$ cat src/rtl/ps2_key_decoder.sv
// PS/2 keyboard front end: conditions the raw clock/data lines, deserialises
// device-to-host frames and turns extended arrow make codes into command pulses.
module ps2_key_decoder #(
    parameter int unsigned FILTER_LEN = 8,
    parameter int unsigned TIMEOUT    = 10000
) (
    input  logic       clk,
    input  logic       reset,
    input  logic       ps2_clk,
    input  logic       ps2_data,
    output logic       left,
    output logic       right,
    output logic       down,
    output logic       ro,
    output logic [7:0] scan_code,
    output logic       scan_valid,
    output logic       frame_err
);

    localparam int unsigned FW = $clog2(FILTER_LEN + 1);
    localparam int unsigned TW = $clog2(TIMEOUT + 1);

    typedef enum logic [1:0] {
        ST_IDLE,
        ST_DATA,
        ST_PARITY,
        ST_STOP
    } state_t;

    state_t          r_state;
    state_t          w_next;
    logic [1:0]      r_clk_sync;
    logic [1:0]      r_dat_sync;
    logic            r_filt_clk;
    logic            r_filt_prev;
    logic [FW-1:0]   r_filt_cnt;
    logic [7:0]      r_shift;
    logic [2:0]      r_bit_cnt;
    logic [TW-1:0]   r_to_cnt;
    logic            r_par_ok;
    logic            r_ext;
    logic            r_brk;
    logic [3:0]      r_cmd;
    logic [7:0]      r_scan_code;
    logic            r_scan_valid;
    logic            r_frame_err;

    logic            w_clk_s;
    logic            w_dat_s;
    logic            w_strobe;
    logic            w_timeout;
    logic            w_stop_evt;
    logic            w_good;
    logic            w_err;
    logic [3:0]      w_cmd;

    // Lines idle high, so the synchronisers start high to avoid a false edge.
    always_ff @(posedge clk or posedge reset) begin
        if (reset) begin
            r_clk_sync <= '1;
            r_dat_sync <= '1;
        end else begin
            r_clk_sync <= {r_clk_sync[0], ps2_clk};
            r_dat_sync <= {r_dat_sync[0], ps2_data};
        end
    end

    assign w_clk_s = r_clk_sync[1];
    assign w_dat_s = r_dat_sync[1];

    // Filtered clock only follows after FILTER_LEN consecutive differing samples.
    always_ff @(posedge clk or posedge reset) begin
        if (reset) begin
            r_filt_clk  <= 1'b1;
            r_filt_prev <= 1'b1;
            r_filt_cnt  <= '0;
        end else begin
            r_filt_prev <= r_filt_clk;
            if (w_clk_s == r_filt_clk) begin
                r_filt_cnt <= '0;
            end else if (r_filt_cnt == FW'(FILTER_LEN - 1)) begin
                r_filt_clk <= w_clk_s;
                r_filt_cnt <= '0;
            end else begin
                r_filt_cnt <= r_filt_cnt + 1'b1;
            end
        end
    end

    assign w_strobe  = r_filt_prev & ~r_filt_clk;
    assign w_timeout = (r_state != ST_IDLE) && (r_to_cnt == TW'(TIMEOUT));

    always_ff @(posedge clk or posedge reset) begin
        if (reset) r_state <= ST_IDLE;
        else       r_state <= w_next;
    end

    always_comb begin
        w_next = r_state;
        if (w_timeout) begin
            w_next = ST_IDLE;
        end else if (w_strobe) begin
            case (r_state)
                ST_IDLE:   if (!w_dat_s) w_next = ST_DATA;
                ST_DATA:   if (r_bit_cnt == 3'd7) w_next = ST_PARITY;
                ST_PARITY: w_next = ST_STOP;
                ST_STOP:   w_next = ST_IDLE;
                default:   w_next = ST_IDLE;
            endcase
        end
    end

    always_comb begin
        w_stop_evt = (r_state == ST_STOP) && w_strobe && !w_timeout;
        w_good     = w_stop_evt && w_dat_s && r_par_ok;
        w_err      = w_timeout || (w_stop_evt && !(w_dat_s && r_par_ok));
        w_cmd      = '0;
        if (w_good && r_ext && !r_brk) begin
            case (r_shift)
                8'h6B:   w_cmd = 4'b1000;
                8'h74:   w_cmd = 4'b0100;
                8'h72:   w_cmd = 4'b0010;
                8'h75:   w_cmd = 4'b0001;
                default: w_cmd = '0;
            endcase
        end
    end

    always_ff @(posedge clk or posedge reset) begin
        if (reset) begin
            r_shift      <= '0;
            r_bit_cnt    <= '0;
            r_to_cnt     <= '0;
            r_par_ok     <= 1'b0;
            r_ext        <= 1'b0;
            r_brk        <= 1'b0;
            r_cmd        <= '0;
            r_scan_code  <= '0;
            r_scan_valid <= 1'b0;
            r_frame_err  <= 1'b0;
        end else begin
            r_scan_valid <= w_good;
            r_frame_err  <= w_err;
            r_cmd        <= w_cmd;
            if (w_good) r_scan_code <= r_shift;

            if (r_state == ST_IDLE || w_strobe || w_timeout) r_to_cnt <= '0;
            else                                             r_to_cnt <= r_to_cnt + 1'b1;

            if (w_strobe && !w_timeout) begin
                case (r_state)
                    ST_IDLE:   r_bit_cnt <= '0;
                    ST_DATA: begin
                        r_shift   <= {w_dat_s, r_shift[7:1]};
                        r_bit_cnt <= r_bit_cnt + 1'b1;
                    end
                    ST_PARITY: r_par_ok <= ^{r_shift, w_dat_s};
                    default:   ;
                endcase
            end

            if (w_err) begin
                r_ext <= 1'b0;
                r_brk <= 1'b0;
            end else if (w_good) begin
                if (r_shift == 8'hE0) begin
                    r_ext <= 1'b1;
                end else if (r_shift == 8'hF0) begin
                    r_brk <= 1'b1;
                end else begin
                    r_ext <= 1'b0;
                    r_brk <= 1'b0;
                end
            end
        end
    end

    assign left       = r_cmd[3];
    assign right      = r_cmd[2];
    assign down       = r_cmd[1];
    assign ro         = r_cmd[0];
    assign scan_code  = r_scan_code;
    assign scan_valid = r_scan_valid;
    assign frame_err  = r_frame_err;

endmodule

$ cat config.mk
export PLATFORM = sky130hd
export DESIGN_NAME = ps2_key_decoder
export DESIGN_NICKNAME = d
export VERILOG_FILES = /design/src/rtl/ps2_key_decoder.sv
export SDC_FILE = /design/constraint.sdc
export NUM_CORES = 1
export LEC_CHECK = 0
export CAP_MARGIN = 30
export CORE_MARGIN = 4
export CORE_UTILIZATION = 40
export DETAILED_ROUTE_END_ITERATION = 8
export PLACE_DENSITY = 0.64
export SKIP_CTS_REPAIR_TIMING = 1
export SLEW_MARGIN = 10
export SYNTH_ARGS = -nofsm -noshare
export SYNTH_HDL_FRONTEND = slang
export SYNTH_SLANG_ARGS = --single-unit
$ cat constraint.sdc
create_clock -name clk -period 4.63 [get_ports clk]
set_clock_uncertainty 0.15 [all_clocks]
set_input_delay 0.6945 -clock clk [delete_from_list [all_inputs] [get_ports clk]]
set_output_delay 0.6945 -clock clk [all_outputs]
set_load 0.01 [all_outputs]
==> impl_metrics.json <==
{
  "fin_crit_sh_pct": 51.2,
  "htree_levels": 2,
  "critPathKind": "reg2reg",
  "cp_slowest_cell": "or3_1",
  "grt_max_degree": 32,
  "grt_pass1_wl_microns": 7130,
  "root_buffer": "clkbuf_8",
  "synth_seq_cells": 54,
  "firstDrtPassIters": 4,
  "ys_seq_area_share_pct": 54.5,
  "power_frac_comb_pct": 18.9,
  "final_util_pct": 47.5,
  "clk_latency_ns": 0.30,
  "finalSetupTns_ns": 0,
  "rows": 28,
  "dp.cells": 296,
  "drive_gt1_share_pct": 16.2,
  "fmax_mhz": 422,
  "postPlaceCellArea_sq_um": 2730,
  "cts.clk_slew.worst_paths_ns": 0.10,
  "syn_to_final_growth_pct": 14.0,
  "core_area_sq_um": 5990,
  "drt_iter0_drc": 61,
  "slew_violations": 0,
  "layoutNonFillerInstCount": 304,
  "crit_chain": "inv_1 -> ha_1 -> nor3b_1 -> and4_1 -> or3_1 -> mux2_2",
  "ant_nets": 0,
  "p_leak_nw": 1.28,
  "hold_viol_final": 0,
  "cts_tree": "yes",
  "path_max_fanout": 13,
  "stdcell_area_sq_um": 2850,
  "post-place-ws_ns": 2.27,
  "max_stage_delay_ns": 0.50,
  "place_hpwl_microns": 2910,
  "viasPerCell": 5.10,
  "gp_congestion": 0.754,
  "start_util_pct": 41.6,
  "synthesis.area_sq_um": 2490,
  "report.power.total_mw": 1.10,
  "cts.sinks": 54,
  "wirelength_microns": 4060,
  "p_switching_uw": 315,
  "peakVddDrop_v": 0.000207,
  "endpoint_kind": "flip-flop",
  "syn_nets": 222,
  "rsz0062_at_grt": "no",
  "drcViolationCount": 0,
  "dieArea_sq_um": 7560,
  "grt_pass1_vias": 1512,
  "nets": 241,
  "overflow": 0,
  "synth_area_per_cell_sq_um": 11.9,
  "setup_slack_ns": 2.26,
  "port_buffers": 17,
  "startpoint_type": "flip-flop",
  "track_usage_pct": 11.9,
  "antenna_found_initial": 0,
  "diodes": 0,
  "power.density_nw_per_um2": 388,
  "cts_max_path_buffers": 2,
  "wl_per_cell_microns": 13.4,
  "ios": 18,
  "slew_headroom_pct": 60.4,
  "hold_class": "reg2reg",
  "cp.required_ns": 4.68,
  "finalCriticalPeriod_ns": 2.37,
  "switching_share_pct": 28.5,
  "p_int_uw": 789,
  "worst_pin_slew_ns": 0.594,
  "reg2reg_slack_ns": 2.26,
  "cap_violations": 0,
  "p_seq_share_pct": 52.3,
  "yosysWarnings": 0,
  "die_w_microns": 87.0,
  "vias": 1551,
  "timing.hold.ws_ns": 0.211,
  "finalSetupViolCount": 0,
  "syn_inst": 209,
  "status": "completed",
  "die_y_microns": 87.0,
  "pwr-share-clk_pct": 28.8,
  "worstPathArrival_ns": 2.42,
  "ys_types": 36,
  "cts_made_buffers": 5
}
cell usage in the layout (no fill, tap or decap):
| cell | Yosys | layout |
|---|---|---|
| a21boi_0 | 1 | 1 |
| a21oi_1 | 3 | 3 |
| a22o_1 | 2 | 2 |
| and2_1 | 1 | 1 |
| and3_1 | 4 | 4 |
| and4_1 | 2 | 2 |
| buf_12 | 0 | 1 |
| bufinv_16 | 0 | 1 |
| clkbuf_8 | 0 | 5 |
| clkdlybuf4s50_1 | 0 | 17 |
| clkinv_4 | 0 | 1 |
| dfrtp_1 | 48 | 48 |
| dfstp_2 | 6 | 6 |
| ha_1 | 9 | 9 |
| inv_1 | 8 | 7 |
| inv_2 | 0 | 1 |
| inv_6 | 0 | 1 |
| mux2_2 | 14 | 14 |
| mux2_4 | 5 | 5 |
| nand2_1 | 12 | 12 |
| nand2b_1 | 3 | 3 |
| nand3_1 | 7 | 7 |
| nand3b_1 | 2 | 2 |
| nand4_1 | 7 | 7 |
| nand4b_1 | 1 | 1 |
| nor2_1 | 23 | 23 |
| nor2b_1 | 3 | 3 |
| nor3_1 | 4 | 4 |
| nor3b_1 | 2 | 2 |
| nor4_1 | 5 | 5 |
| nor4_2 | 1 | 1 |
| nor4bb_4 | 1 | 1 |
| o211ai_1 | 1 | 1 |
| o21ai_0 | 4 | 4 |
| o2bb2ai_1 | 2 | 2 |
| or3_1 | 2 | 2 |
| xnor2_1 | 13 | 13 |
| xnor3_1 | 1 | 1 |
| xor2_1 | 6 | 6 |
power by group through the flow:
| stage | Sequential [mW] | Combinational [mW] | Clock [mW] |
|---|---|---|---|
| finish | 0.578 | 0.208 | 0.318 |
| global route | 0.588 | 0.242 | 0.349 |
| CTS | 0.578 | 0.213 | 0.331 |
| detailed placement | 0.588 | 0.212 | 0 |
| global placement | 0.585 | 0.208 | 0 |
| floorplan | 0.575 | 0.174 | 0 |
cell families (layout without fill, tap and decap cells):
group                      after synthesis  after routing  share of synthesized area (%)
muxes                                   19             19                           9.33
and+or+nand+nor                         80             80                           17.5
AOI/OAI and AO/OA                       13             13                           3.41
xor gates and xnor gates                20             20                           7.57
DFF                                     54             54                           54.5
buffers and inverters                   14             34                           3.21
adders and majority gates                9              9                           4.51
final cells by class:
cell class,count,area (sq um)
repair buffers,18,190
clock inverters,3,47.5
flip-flops and latches,54,1360
inverters,8,30.0
well taps,75,93.8
clock buffers,5,68.8
multi-input cells,141,1060
fillers,537,3150
registers in the layout, summed over array words and instances, names as in the netlist, 2 cells and up:
register    flops
r_bit_cnt       3
r_dat_sync      2
r_state         2
r_cmd           4
r_clk_sync      2
r_filt_cnt      4
scan_code       8
r_to_cnt       14
r_shift         8
cell usage after synthesis:
library cell | number | share of area, %
a21oi_1 | 3 | 0.60
nor4_1 | 5 | 1.3
xnor3_1 | 1 | 0.90
nand4b_1 | 1 | 0.35
buf_2 | 1 | 0.20
nand4_1 | 7 | 1.8
nor3_1 | 4 | 0.80
nor4_2 | 1 | 0.50
o211ai_1 | 1 | 0.30
a21boi_0 | 1 | 0.30
o2bb2ai_1 | 2 | 0.70
buf_6 | 2 | 0.90
xnor2_1 | 13 | 4.6
a22o_1 | 2 | 0.70
mux2_4 | 5 | 3.0
ha_1 | 9 | 4.5
nand2b_1 | 3 | 0.75
mux2_2 | 14 | 6.3
nand3b_1 | 2 | 0.60
and3_1 | 4 | 1.0
nor2_1 | 23 | 3.5
nor3b_1 | 2 | 0.60
dfrtp_1 | 48 | 48
nor2b_1 | 3 | 0.75
o21ai_0 | 4 | 0.80
and2_1 | 1 | 0.25
buf_8 | 1 | 0.60
inv_1 | 8 | 1.2
or3_1 | 2 | 0.50
nor4bb_4 | 1 | 1.0
clkbuf_1 | 2 | 0.30
nand3_1 | 7 | 1.4
dfstp_2 | 6 | 6.3
xor2_1 | 6 | 2.1
nand2_1 | 12 | 1.8
and4_1 | 2 | 0.70
critical path, delay by kind of cell, from the launching register on:
kind                     cells  cell delay (ns)
multiplexers                 1             0.40
buffers and inverters        1             0.08
adder cells (fa/ha/maj)      1             0.25
AND/OR/NAND/NOR              3             1.00
flip-flops                   1             0.40
path summary, 6_finish.rpt:
| path | endpoint | depth (start not counted) | startpoint |
|---|---|---|---|
| worst max-delay path | scan_code[6] | 6 | r_state[0] |
| worst min-delay path | r_dat_sync[1] | 0 | r_dat_sync[0] |
| worst max register to register | scan_code[6] | 6 | r_state[0] |
| worst min register to register | r_dat_sync[1] | 0 | r_dat_sync[0] |
| max in group asynchronous | r_dat_sync[0] | 3 | reset |
| min in group asynchronous | r_to_cnt[9] | 2 | reset |
layer usage:
| layer | track usage, % | routed length [microns] | vias to the layer above |
|---|---|---|---|
| met2 | 18.4 | 1840 | 32 |
| met1 | 15.9 | 1950 | 751 |
| met5 | 0 | 0 | - |
| met4 | 5.10 | 84 | 0 |
| li1 | - | - | 760 |
| met3 | 3.12 | 184 | 8 |
No activity file was read; power rests on OpenSTA's default activity.
